## src/rtl/mips_multicycle_ctrl.sv

```systemverilog
// Multi-cycle MIPS control FSM: sequences FETCH/DECODE/EXEC/MEM/WB, one instruction in flight.
// Strobes are combinational from state+IR; memory waits hold the state until mem_ready or timeout.
module mips_multicycle_ctrl #(
  parameter int CNT_W       = 32,
  parameter int MEM_TIMEOUT = 15,
  parameter int TMO_W       = 4
) (
  input  logic             clock,
  input  logic             rst_n,
  input  logic             start,
  input  logic [31:0]      instr,
  input  logic             alu_zero,
  input  logic             mem_ready,
  output logic             imem_req,
  output logic             dmem_req,
  output logic             dmem_we,
  output logic             ir_we,
  output logic             pc_we,
  output logic [1:0]       pc_src,
  output logic             reg_we,
  output logic [1:0]       reg_dst,
  output logic [1:0]       mem_to_reg,
  output logic             alu_src_b,
  output logic             ext_zero,
  output logic [3:0]       alu_ctrl,
  output logic [2:0]       state,
  output logic             busy,
  output logic             illegal,
  output logic [CNT_W-1:0] instr_count
);

  typedef enum logic [2:0] {
    S_IDLE   = 3'd0,
    S_FETCH  = 3'd1,
    S_DECODE = 3'd2,
    S_EXEC   = 3'd3,
    S_MEM    = 3'd4,
    S_WB     = 3'd5,
    S_ERROR  = 3'd7
  } state_t;

  localparam logic [3:0] ALU_AND  = 4'b0000;
  localparam logic [3:0] ALU_OR   = 4'b0001;
  localparam logic [3:0] ALU_ADD  = 4'b0010;
  localparam logic [3:0] ALU_XOR  = 4'b0011;
  localparam logic [3:0] ALU_NOR  = 4'b0100;
  localparam logic [3:0] ALU_SUB  = 4'b0110;
  localparam logic [3:0] ALU_SLT  = 4'b0111;
  localparam logic [3:0] ALU_SLL  = 4'b1000;
  localparam logic [3:0] ALU_SRL  = 4'b1001;
  localparam logic [3:0] ALU_SRA  = 4'b1010;
  localparam logic [3:0] ALU_ADDU = 4'b1011;
  localparam logic [3:0] ALU_SUBU = 4'b1100;

  state_t           cur, nxt;
  logic [TMO_W-1:0] wcnt;
  logic             tmo_hit, retire, set_illegal;

  logic [5:0] op, funct;
  logic [4:0] rt, rd;
  logic       dec_legal, is_r, is_j, is_jal, is_jr, is_beq, is_bne, is_lw, is_sw;
  logic       dec_imm, dec_zext;
  logic [3:0] dec_alu;
  logic       unused_fields;

  assign op    = instr[31:26];
  assign rt    = instr[20:16];
  assign rd    = instr[15:11];
  assign funct = instr[5:0];
  assign unused_fields = ^{instr[25:21], instr[10:6]};

  always_comb begin
    dec_legal = 1'b1;
    is_r = 1'b0; is_j = 1'b0; is_jal = 1'b0; is_jr = 1'b0;
    is_beq = 1'b0; is_bne = 1'b0; is_lw = 1'b0; is_sw = 1'b0;
    dec_imm = 1'b1; dec_zext = 1'b0; dec_alu = ALU_ADD;
    case (op)
      6'h00: begin
        is_r    = 1'b1;
        dec_imm = 1'b0;
        case (funct)
          6'h00: dec_alu = ALU_SLL;
          6'h02: dec_alu = ALU_SRL;
          6'h03: dec_alu = ALU_SRA;
          6'h08: is_jr   = 1'b1;
          6'h20: dec_alu = ALU_ADD;
          6'h21: dec_alu = ALU_ADDU;
          6'h22: dec_alu = ALU_SUB;
          6'h23: dec_alu = ALU_SUBU;
          6'h24: dec_alu = ALU_AND;
          6'h25: dec_alu = ALU_OR;
          6'h26: dec_alu = ALU_XOR;
          6'h27: dec_alu = ALU_NOR;
          6'h2A: dec_alu = ALU_SLT;
          default: dec_legal = 1'b0;
        endcase
      end
      6'h02: is_j   = 1'b1;
      6'h03: is_jal = 1'b1;
      6'h04: begin is_beq = 1'b1; dec_imm = 1'b0; dec_alu = ALU_SUB; end
      6'h05: begin is_bne = 1'b1; dec_imm = 1'b0; dec_alu = ALU_SUB; end
      6'h08: dec_alu = ALU_ADD;
      6'h09: dec_alu = ALU_ADDU;
      6'h0A: dec_alu = ALU_SLT;
      6'h0C: begin dec_alu = ALU_AND; dec_zext = 1'b1; end
      6'h0D: begin dec_alu = ALU_OR;  dec_zext = 1'b1; end
      6'h0E: begin dec_alu = ALU_XOR; dec_zext = 1'b1; end
      6'h23: is_lw = 1'b1;
      6'h2B: is_sw = 1'b1;
      default: dec_legal = 1'b0;
    endcase
  end

  // A response is still accepted in wait cycle MEM_TIMEOUT; only its absence there traps.
  assign tmo_hit = (MEM_TIMEOUT != 0) && (wcnt == TMO_W'(MEM_TIMEOUT));

  always_comb begin
    nxt = cur;
    retire = 1'b0; set_illegal = 1'b0;
    imem_req = 1'b0; dmem_req = 1'b0; dmem_we = 1'b0;
    ir_we = 1'b0; pc_we = 1'b0; pc_src = 2'b00;
    reg_we = 1'b0; reg_dst = 2'b00; mem_to_reg = 2'b00;
    alu_src_b = 1'b0; ext_zero = 1'b0; alu_ctrl = 4'b0000;
    case (cur)
      S_IDLE: if (start) nxt = S_FETCH;
      S_FETCH: begin
        imem_req = 1'b1;
        if (mem_ready) begin
          ir_we = 1'b1;
          pc_we = 1'b1;
          nxt   = S_DECODE;
        end else if (tmo_hit) begin
          nxt = S_ERROR;
        end
      end
      S_DECODE: begin
        if (!dec_legal) begin
          nxt = S_ERROR;
          set_illegal = 1'b1;
        end else if (is_j || is_jal) begin
          pc_we = 1'b1; pc_src = 2'b10; retire = 1'b1; nxt = S_FETCH;
          if (is_jal) begin
            reg_we = 1'b1; reg_dst = 2'b10; mem_to_reg = 2'b10;
          end
        end else if (is_jr) begin
          pc_we = 1'b1; pc_src = 2'b11; retire = 1'b1; nxt = S_FETCH;
        end else begin
          nxt = S_EXEC;
        end
      end
      S_EXEC: begin
        alu_ctrl = dec_alu; alu_src_b = dec_imm; ext_zero = dec_zext;
        if (is_beq || is_bne) begin
          pc_src = 2'b01;
          pc_we  = is_beq ? alu_zero : !alu_zero;
          retire = 1'b1;
          nxt    = S_FETCH;
        end else if (is_lw || is_sw) begin
          nxt = S_MEM;
        end else begin
          nxt = S_WB;
        end
      end
      S_MEM: begin
        alu_ctrl = dec_alu; alu_src_b = dec_imm; ext_zero = dec_zext;
        dmem_req = 1'b1;
        dmem_we  = is_sw;
        if (mem_ready) begin
          if (is_sw) begin
            retire = 1'b1; nxt = S_FETCH;
          end else begin
            nxt = S_WB;
          end
        end else if (tmo_hit) begin
          nxt = S_ERROR;
        end
      end
      S_WB: begin
        alu_ctrl = dec_alu; alu_src_b = dec_imm; ext_zero = dec_zext;
        reg_dst    = is_r ? 2'b01 : 2'b00;
        mem_to_reg = is_lw ? 2'b01 : 2'b00;
        reg_we     = is_r ? (rd != 5'd0) : (rt != 5'd0);
        retire     = 1'b1;
        nxt        = S_FETCH;
      end
      S_ERROR: nxt = S_ERROR;
      default: nxt = S_ERROR;
    endcase
  end

  always_ff @(posedge clock or negedge rst_n) begin
    if (!rst_n) begin
      cur         <= S_IDLE;
      instr_count <= '0;
      illegal     <= 1'b0;
      wcnt        <= '0;
    end else begin
      cur <= nxt;
      if (retire) instr_count <= instr_count + CNT_W'(1);
      if (set_illegal) illegal <= 1'b1;
      if (nxt != cur) wcnt <= '0;
      else if ((MEM_TIMEOUT != 0) && (cur == S_FETCH || cur == S_MEM)) wcnt <= wcnt + TMO_W'(1);
    end
  end

  assign state = cur;
  assign busy  = (cur == S_FETCH) || (cur == S_DECODE) || (cur == S_EXEC) ||
                 (cur == S_MEM) || (cur == S_WB);

endmodule

```

## config.mk

```make
export PLATFORM = sky130hd
export DESIGN_NAME = mips_multicycle_ctrl
export DESIGN_NICKNAME = d
export VERILOG_FILES = /design/src/rtl/mips_multicycle_ctrl.sv
export SDC_FILE = /design/constraint.sdc
export NUM_CORES = 1
export LEC_CHECK = 0
export ABC_AREA = 1
export ABC_CLOCK_PERIOD_IN_PS = 2200
export CORE_MARGIN = 5
export CORE_UTILIZATION = 49
export DETAILED_ROUTE_END_ITERATION = 16
export HOLD_SLACK_MARGIN = 0.05
export PLACE_DENSITY = 0.87
export SYNTH_ARGS = -nofsm -noshare
export SYNTH_HDL_FRONTEND = slang
export SYNTH_SLANG_ARGS = --single-unit
```

## constraint.sdc

```tcl
create_clock -name clock -period 2.2 [get_ports clock]
set_clock_uncertainty 0.15 [all_clocks]
set_input_delay 0.22 -clock clock [delete_from_list [all_inputs] [get_ports clock]]
set_output_delay 0.22 -clock clock [all_outputs]
set_load 0.005 [all_outputs]
```

==> results of run 1 <==
[layout make-up]
type | instances | area share
multi-input combinational | 355 | 0.437
timing repair buffer | 135 | 0.267
sequential | 40 | 0.217
inverter | 50 | 0.0422
tap | 77 | 0.0208
clock buffer | 6 | 0.0157
clock inverter | 1 | 0.00108
[tightest hold or removal path, cell delays in order, from the launching register on]
cell and delay [ns]:
dfrtp_1 0.36, inv_1 0.04, nand2_1 0.05
[cell families (layout without fill, tap and decap cells)]
group	after synthesis	in the layout
and+or+nand+nor	285	285
buffers and inverters	58	192
DFF	40	40
xor gates and xnor gates	34	34
AOI/OAI and AO/OA	31	31
adders and majority gates	4	4
muxes	1	1
[cells in the final DEF (no fill, tap or decap), types with 4 or more instances in the layout]
cell / count
nand2_2: 15
xor2_1: 25
nand2_1: 116
dfrtp_1: 38
nor4_1: 4
nor2_1: 52
o21ai_1: 8
nor2_2: 11
inv_2: 8
xnor2_1: 9
nor2_4: 15
clkbuf_8: 5
nand3_1: 33
buf_6: 4
clkdlybuf4s50_1: 53
inv_1: 39
o21ai_0: 7
nand4_1: 13
nor3_1: 12
dlygate4sd2_1: 23
buf_4: 47
a21oi_1: 6
[registers in the layout, indices dropped and copies added, names as in the netlist]
signal       flops
instr_count     32
state            3
illegal          1
wcnt             4
[how the worst max path moves through the flow]
stage / start / end / slack (ns) / cells after the start
final: instr[31] / pc_src[0] / -0.01 / 12
after detailed placement: instr[3] / alu_ctrl[1] / -0.45 / 11
after floorplan: state[0] / instr_count[20] / 0.46 / 11
after global placement: instr[31] / pc_src[0] / -0.38 / 9
after CTS: state[1] / dmem_we / 0.002 / 5
after global routing: instr[31] / pc_src[0] / -0.17 / 12
[power breakdown]
group	switching, mW	leakage, nW	internal, mW
registers	0.141	0.536	0.836
clock network	0.258	0.0410	0.216
logic	1.06	1.75	0.960
[synthesized netlist by cell type, types with 6 or more instances]
master	instances	area, sq um
inv_1	41	154
a21oi_1	6	30.0
nor3_1	13	65.1
inv_2	8	30.0
nor2_2	6	37.5
nand2_1	117	439
nor2_4	12	135
nand2_2	14	87.6
dfrtp_1	40	1000
nor2_1	60	225
xnor2_1	9	78.8
xor2_1	25	219
o21ai_0	8	40.0
nand4_1	13	81.3
nand3_1	33	165
o21ai_1	8	40.0
[metal layers]
metal / vias to the layer above / share of wire
li1: 1717 / -
met5: - / 0
met2: 118 / 0.50
met3: 26 / 0.057
met1: 1636 / 0.42
met4: 0 / 0.022
[what timing repair did]
action,CTS,global route
setup endpoints to repair,15,10
buffers inserted,6,3
pin swaps,7,7
hold buffers,1,0
gates resized for setup,47,12
endpoints found under the hold margin,40,0
==> results.json, run 1 <==
{
  "place_inst": 647,
  "grt.overflow.total": 0,
  "met3_usage": 0.0380,
  "fmax_ghz": 0.452,
  "setup_viol": 1,
  "yosys_warnings": 0,
  "post-route-min-period_ns": 2.21,
  "cts_buffer_depth": 2,
  "fin_crit_sh": 1.01,
  "ys_ff_latch": 40,
  "crit-reg2reg-capture": "wcnt[3]",
  "cts_tree": "yes",
  "antenna_found_initial": 0,
  "htreeDepth": 2,
  "tns_ns": -0.0120,
  "hold_start": "illegal",
  "synthAdderAreaFrac": 0.0155,
  "multi_input_area_sq_um": 2020,
  "grt_pass1_wl_um": 16100,
  "startpoint_type": "primary input",
  "crit_chain": "dlygate4sd2_1 -> nor2_4 -> buf_4 -> nand2_1 -> nor2_1 -> nor2_1 -> nand2_1 -> nor2_1 -> a21oi_1 -> nand3_1 -> a21oi_1 -> clkdlybuf4s15_2",
  "synth_xor_area_frac": 0.0921,
  "max_stage_delay_ns": 0.29,
  "place_congestion": 0.906,
  "port_buffers": 81,
  "status": "finished with violations",
  "drc": 0,
  "cts_made_buffers": 5,
  "ir_worst_vdd_mv": 0.818,
  "crit_buf_inv": 3,
  "cp.required_ns": 1.83,
  "synth_compound_area_frac": 0.0557,
  "synth_top_family_by_area": "simple AND/OR/NAND/NOR gates",
  "max_cap_viol_count": 0,
  "num_vias": 3497,
  "ys_types": 40,
  "path_class": "primary input to output port",
  "cp_data_arrival_time_ns": 1.84,
  "core-area_sq_um": 6390,
  "clk_pin_slew_ns": 0.08,
  "synth_edf_count": 0,
  "tightest_slew_ns": 0.933,
  "syn_area_per_cell_sq_um": 7.14,
  "min_path_type": "flip-flop to flip-flop",
  "first_global_vias": 3478,
  "firstDrtPassIters": 5,
  "synth_mux_area_frac": 0.00309,
  "slowest_stage": "dlygate4sd2_1",
  "fin_ws_ns": -0.0120,
  "worst_r2r_path_depth": 11,
  "drv_slew": 0,
  "power_mw": 3.47,
  "hold_viol": 0,
  "finalHoldWorstSlack_ns": 0.335,
  "min_path_cells": 2,
  "nets": 628,
  "synthFlopType": "dfrtp_1",
  "syn-num-nets": 494,
  "fin_cells": 664,
  "min_to": "illegal",
  "fp-row-count": 29,
  "ff2ff_setup_slack_ns": 0.13,
  "wirelength_um": 9880,
  "place_ws_ns": -0.447,
  "fin_util": 0.725,
  "insertion_delay_ns": 0.29,
  "stdcell_area_sq_um": 4630,
  "crit_path_frequent_cell": "nor2_1",
  "fp.dieW_um": 91.2,
  "p_per_area_nw_per_um2": 749,
  "end_kind": "output port",
  "start_util": 0.506,
  "ctsRootBufferMaster": "clkbuf_8",
  "synthArstFlopShare": 1.00,
  "syn2layout_area_growth_pct": 43.1,
  "ios": 92,
  "path_max_fanout": 5,
  "maxSlewHeadroom": 0.378,
  "fp.dieH_um": 91.2,
  "ant_nets": 0,
  "dieArea_sq_um": 8330,
  "r2r_start": "state[1]",
  "yosysSeqAreaShare": 0.309,
  "met2_usage": 0.390,
  "power.leakage_nw": 2.32,
  "top_usage_layer": "met2",
  "n_antenna_cell": 0,
  "wl_per_cell_um": 14.9,
  "violations": "negative setup slack",
  "use_met1": 0.300,
  "grt_max_degree": 41,
  "dpl_cell_area_sq_um": 4400,
  "seq_area_sq_um": 1000,
  "netlist_instances": 453,
  "drive_above_1_share": 0.223,
  "clkSinkCount": 40,
  "path_delay_family": "buffers and inverters",
  "syn_area_sq_um": 3230,
  "n_fill_cell": 518,
  "place_hpwl_um": 7630,
  "vias_per_cell": 5.27,
  "grt_use_total": 0.231,
  "rsz0062_at_grt": "yes",
  "synth_simple_gate_area_frac": 0.437,
  "drt-initial-drc-count": 207
}
(Power assumes the default switching activity.)
==> inputs of run 2 (changes only) <==
--- a/config.mk
+++ b/config.mk
@@ -7,11 +7,15 @@
 export LEC_CHECK = 0
 export ABC_AREA = 1
 export ABC_CLOCK_PERIOD_IN_PS = 2200
+export CELL_PAD_IN_SITES_DETAIL_PLACEMENT = 0
+export CELL_PAD_IN_SITES_GLOBAL_PLACEMENT = 1
 export CORE_MARGIN = 5
-export CORE_UTILIZATION = 49
+export CORE_UTILIZATION = 34
+export CTS_BUF_LIST = sky130_fd_sc_hd__clkbuf_4 sky130_fd_sc_hd__clkbuf_8 sky130_fd_sc_hd__clkbuf_16
 export DETAILED_ROUTE_END_ITERATION = 16
+export GPL_TIMING_DRIVEN = 1
 export HOLD_SLACK_MARGIN = 0.05
-export PLACE_DENSITY = 0.87
+export PLACE_DENSITY = 0.86
 export SYNTH_ARGS = -nofsm -noshare
 export SYNTH_HDL_FRONTEND = slang
 export SYNTH_SLANG_ARGS = --single-unit
==> run 2 against run 1 <==
Net effect: the run still ends with negative setup slack left; highest routed layer unchanged; fmax is 0.32% lower; via count is 2.1% lower; sequential power is 0.9% lower; clock power is 29% higher; worst setup slack worse by 0.0070 ns; largest power group unchanged.
==> results.json, run 2 (synthesis gave the netlist of run 1 again) <==
{
  "ant_nets": 0,
  "multi_input_area_sq_um": 2040,
  "tightest_slew_ns": 0.397,
  "end_kind": "output port",
  "cts_made_buffers": 5,
  "largest_register_ffs": 32,
  "ctsRootBufferMaster": "clkbuf_8",
  "status": "finished with violations",
  "grt_max_degree": 18,
  "fin_crit_sh": 1.01,
  "cts_tree": "yes",
  "drt-initial-drc-count": 118,
  "worst_r2r_path_depth": 11,
  "use_met1": 0.235,
  "setup_viol": 1,
  "met3_usage": 0.0228,
  "grt.overflow.total": 0,
  "clk_pin_slew_ns": 0.08,
  "fp.dieH_um": 108,
  "max_cap_viol_count": 0,
  "first_global_vias": 3348,
  "ir_worst_vdd_mv": 0.727,
  "htreeDepth": 2,
  "final_cell_mix": "115 x nand2_1, 60 x buf_4, 53 x nor2_1",
  "fmax_ghz": 0.451,
  "final_common_cell": "nand2_1",
  "syn2layout_area_growth_pct": 49.6,
  "path_class": "primary input to output port",
  "num_vias": 3425,
  "post-route-min-period_ns": 2.22,
  "min_path_type": "primary input to async pin",
  "fp-row-count": 35,
  "seq_area_sq_um": 1000,
  "path_max_fanout": 3,
  "power_mw": 3.62,
  "cp_data_arrival_time_ns": 1.85,
  "fin_ws_ns": -0.0190,
  "place_hpwl_um": 7660,
  "firstDrtPassIters": 4,
  "wirelength_um": 9520,
  "start_util": 0.350,
  "cts_buffer_depth": 2,
  "drc": 0,
  "vias_per_cell": 4.69,
  "place_congestion": 0.925,
  "grt_use_total": 0.167,
  "fp.dieW_um": 108,
  "top_usage_layer": "met2",
  "ios": 92,
  "violations": "negative setup slack",
  "n_fill_cell": 924,
  "insertion_delay_ns": 0.30,
  "power.leakage_nw": 2.43,
  "fin_cells": 730,
  "dieArea_sq_um": 11600,
  "place_inst": 708,
  "antenna_found_initial": 0,
  "drv_slew": 0,
  "cp.required_ns": 1.83,
  "p_per_area_nw_per_um2": 749,
  "wl_per_cell_um": 13.0,
  "grt_pass1_wl_um": 15800,
  "rsz0062_at_grt": "yes",
  "core-area_sq_um": 9240,
  "n_antenna_cell": 0,
  "port_buffers": 81,
  "regMostFlops": "instr_count",
  "met2_usage": 0.275,
  "startpoint_type": "primary input",
  "hold_viol": 0,
  "maxSlewHeadroom": 0.733,
  "drive_above_1_share": 0.271,
  "clkSinkCount": 40,
  "nets": 641
}
[run 2: changes by cell type in the layout (fill, tap and decap cells not counted), sizes merged]
cell | previous run | this run
dlygate4sd2 | 23 | 10
clkdlybuf4s50 | 53 | 52
bufinv | 0 | 1
buf | 54 | 68
dlymetal6s2s | 3 | 8
clkbuf | 6 | 14
[run 2: area by class of cell]
class | instances | area share
multi-input combinational | 355 | 0.422
timing repair buffer | 148 | 0.273
sequential | 40 | 0.208
inverter | 50 | 0.0403
tap | 129 | 0.0334
clock buffer | 6 | 0.0158
clock inverter | 2 | 0.00724
[run 2: worst paths after layout]
| check | startpoint | end | slack [ns] |
|---|---|---|---|
| min in group clock | illegal | illegal | 0.33 |
| max in group asynchronous | rst_n | state[1] | 1.29 |
| setup / recovery | instr[1] | pc_src[0] | -0.02 |
| hold reg to reg | illegal | illegal | 0.33 |
| hold / removal | rst_n | instr_count[17] | 0.14 |
| setup reg to reg | state[1] | wcnt[1] | 0.20 |
[run 2: repair_timing]
action	CTS	global route
hold buffers	1	0
pin swaps	4	11
resized for setup	42	46
setup endpoints to repair	16	14
buffers inserted	9	4
endpoints found under the hold margin	40	0
[run 2: layer usage]
metal / wire [um] / up-vias
li1: - / 1748
met1: 4460 / 1597
met2: 4520 / 71
met3: 441 / 9
met4: 95 / 0
met5: 0 / -
[run 2: critical path, stage by stage]
cell	delay (ns)
clkdlybuf4s50_1	0.49
inv_1	0.07
nor2_2	0.12
nand3_2	0.10
buf_4	0.14
nand2_1	0.08
o21ai_2	0.09
a21oi_2	0.13
nand3_1	0.11
a21oi_2	0.17
clkbuf_2	0.13
[run 2: report_power, final]
part | internal, mW | switching, mW | leakage, nW
clock | 0.349 | 0.264 | 0.0586
sequential | 0.838 | 0.130 | 0.535
combinational | 1.01 | 1.03 | 1.84
total | 2.19 | 1.43 | 2.43
[run 2: metrics by stage]
| stage | setup TNS (ns) | hold WS (ns) | utilization | cell area (sq um) | setup slack (ns) |
|---|---|---|---|---|---|
| 4_1_cts | -0.211 | 0.143 | 0.515 | 4760 | -0.180 |
| 3_3_place_gp | -9.43 | -0.0761 | 0.492 | 4550 | -0.410 |
| 5_1_grt | -0.128 | 0.172 | 0.524 | 4840 | -0.117 |
| 2_1_floorplan | 0 | -0.226 | - | 3230 | 0.462 |
| 6_report | -0.0190 | 0.142 | 0.524 | 4840 | -0.0190 |
| 3_5_place_dp | -9.92 | -0.0727 | 0.492 | 4550 | -0.471 |
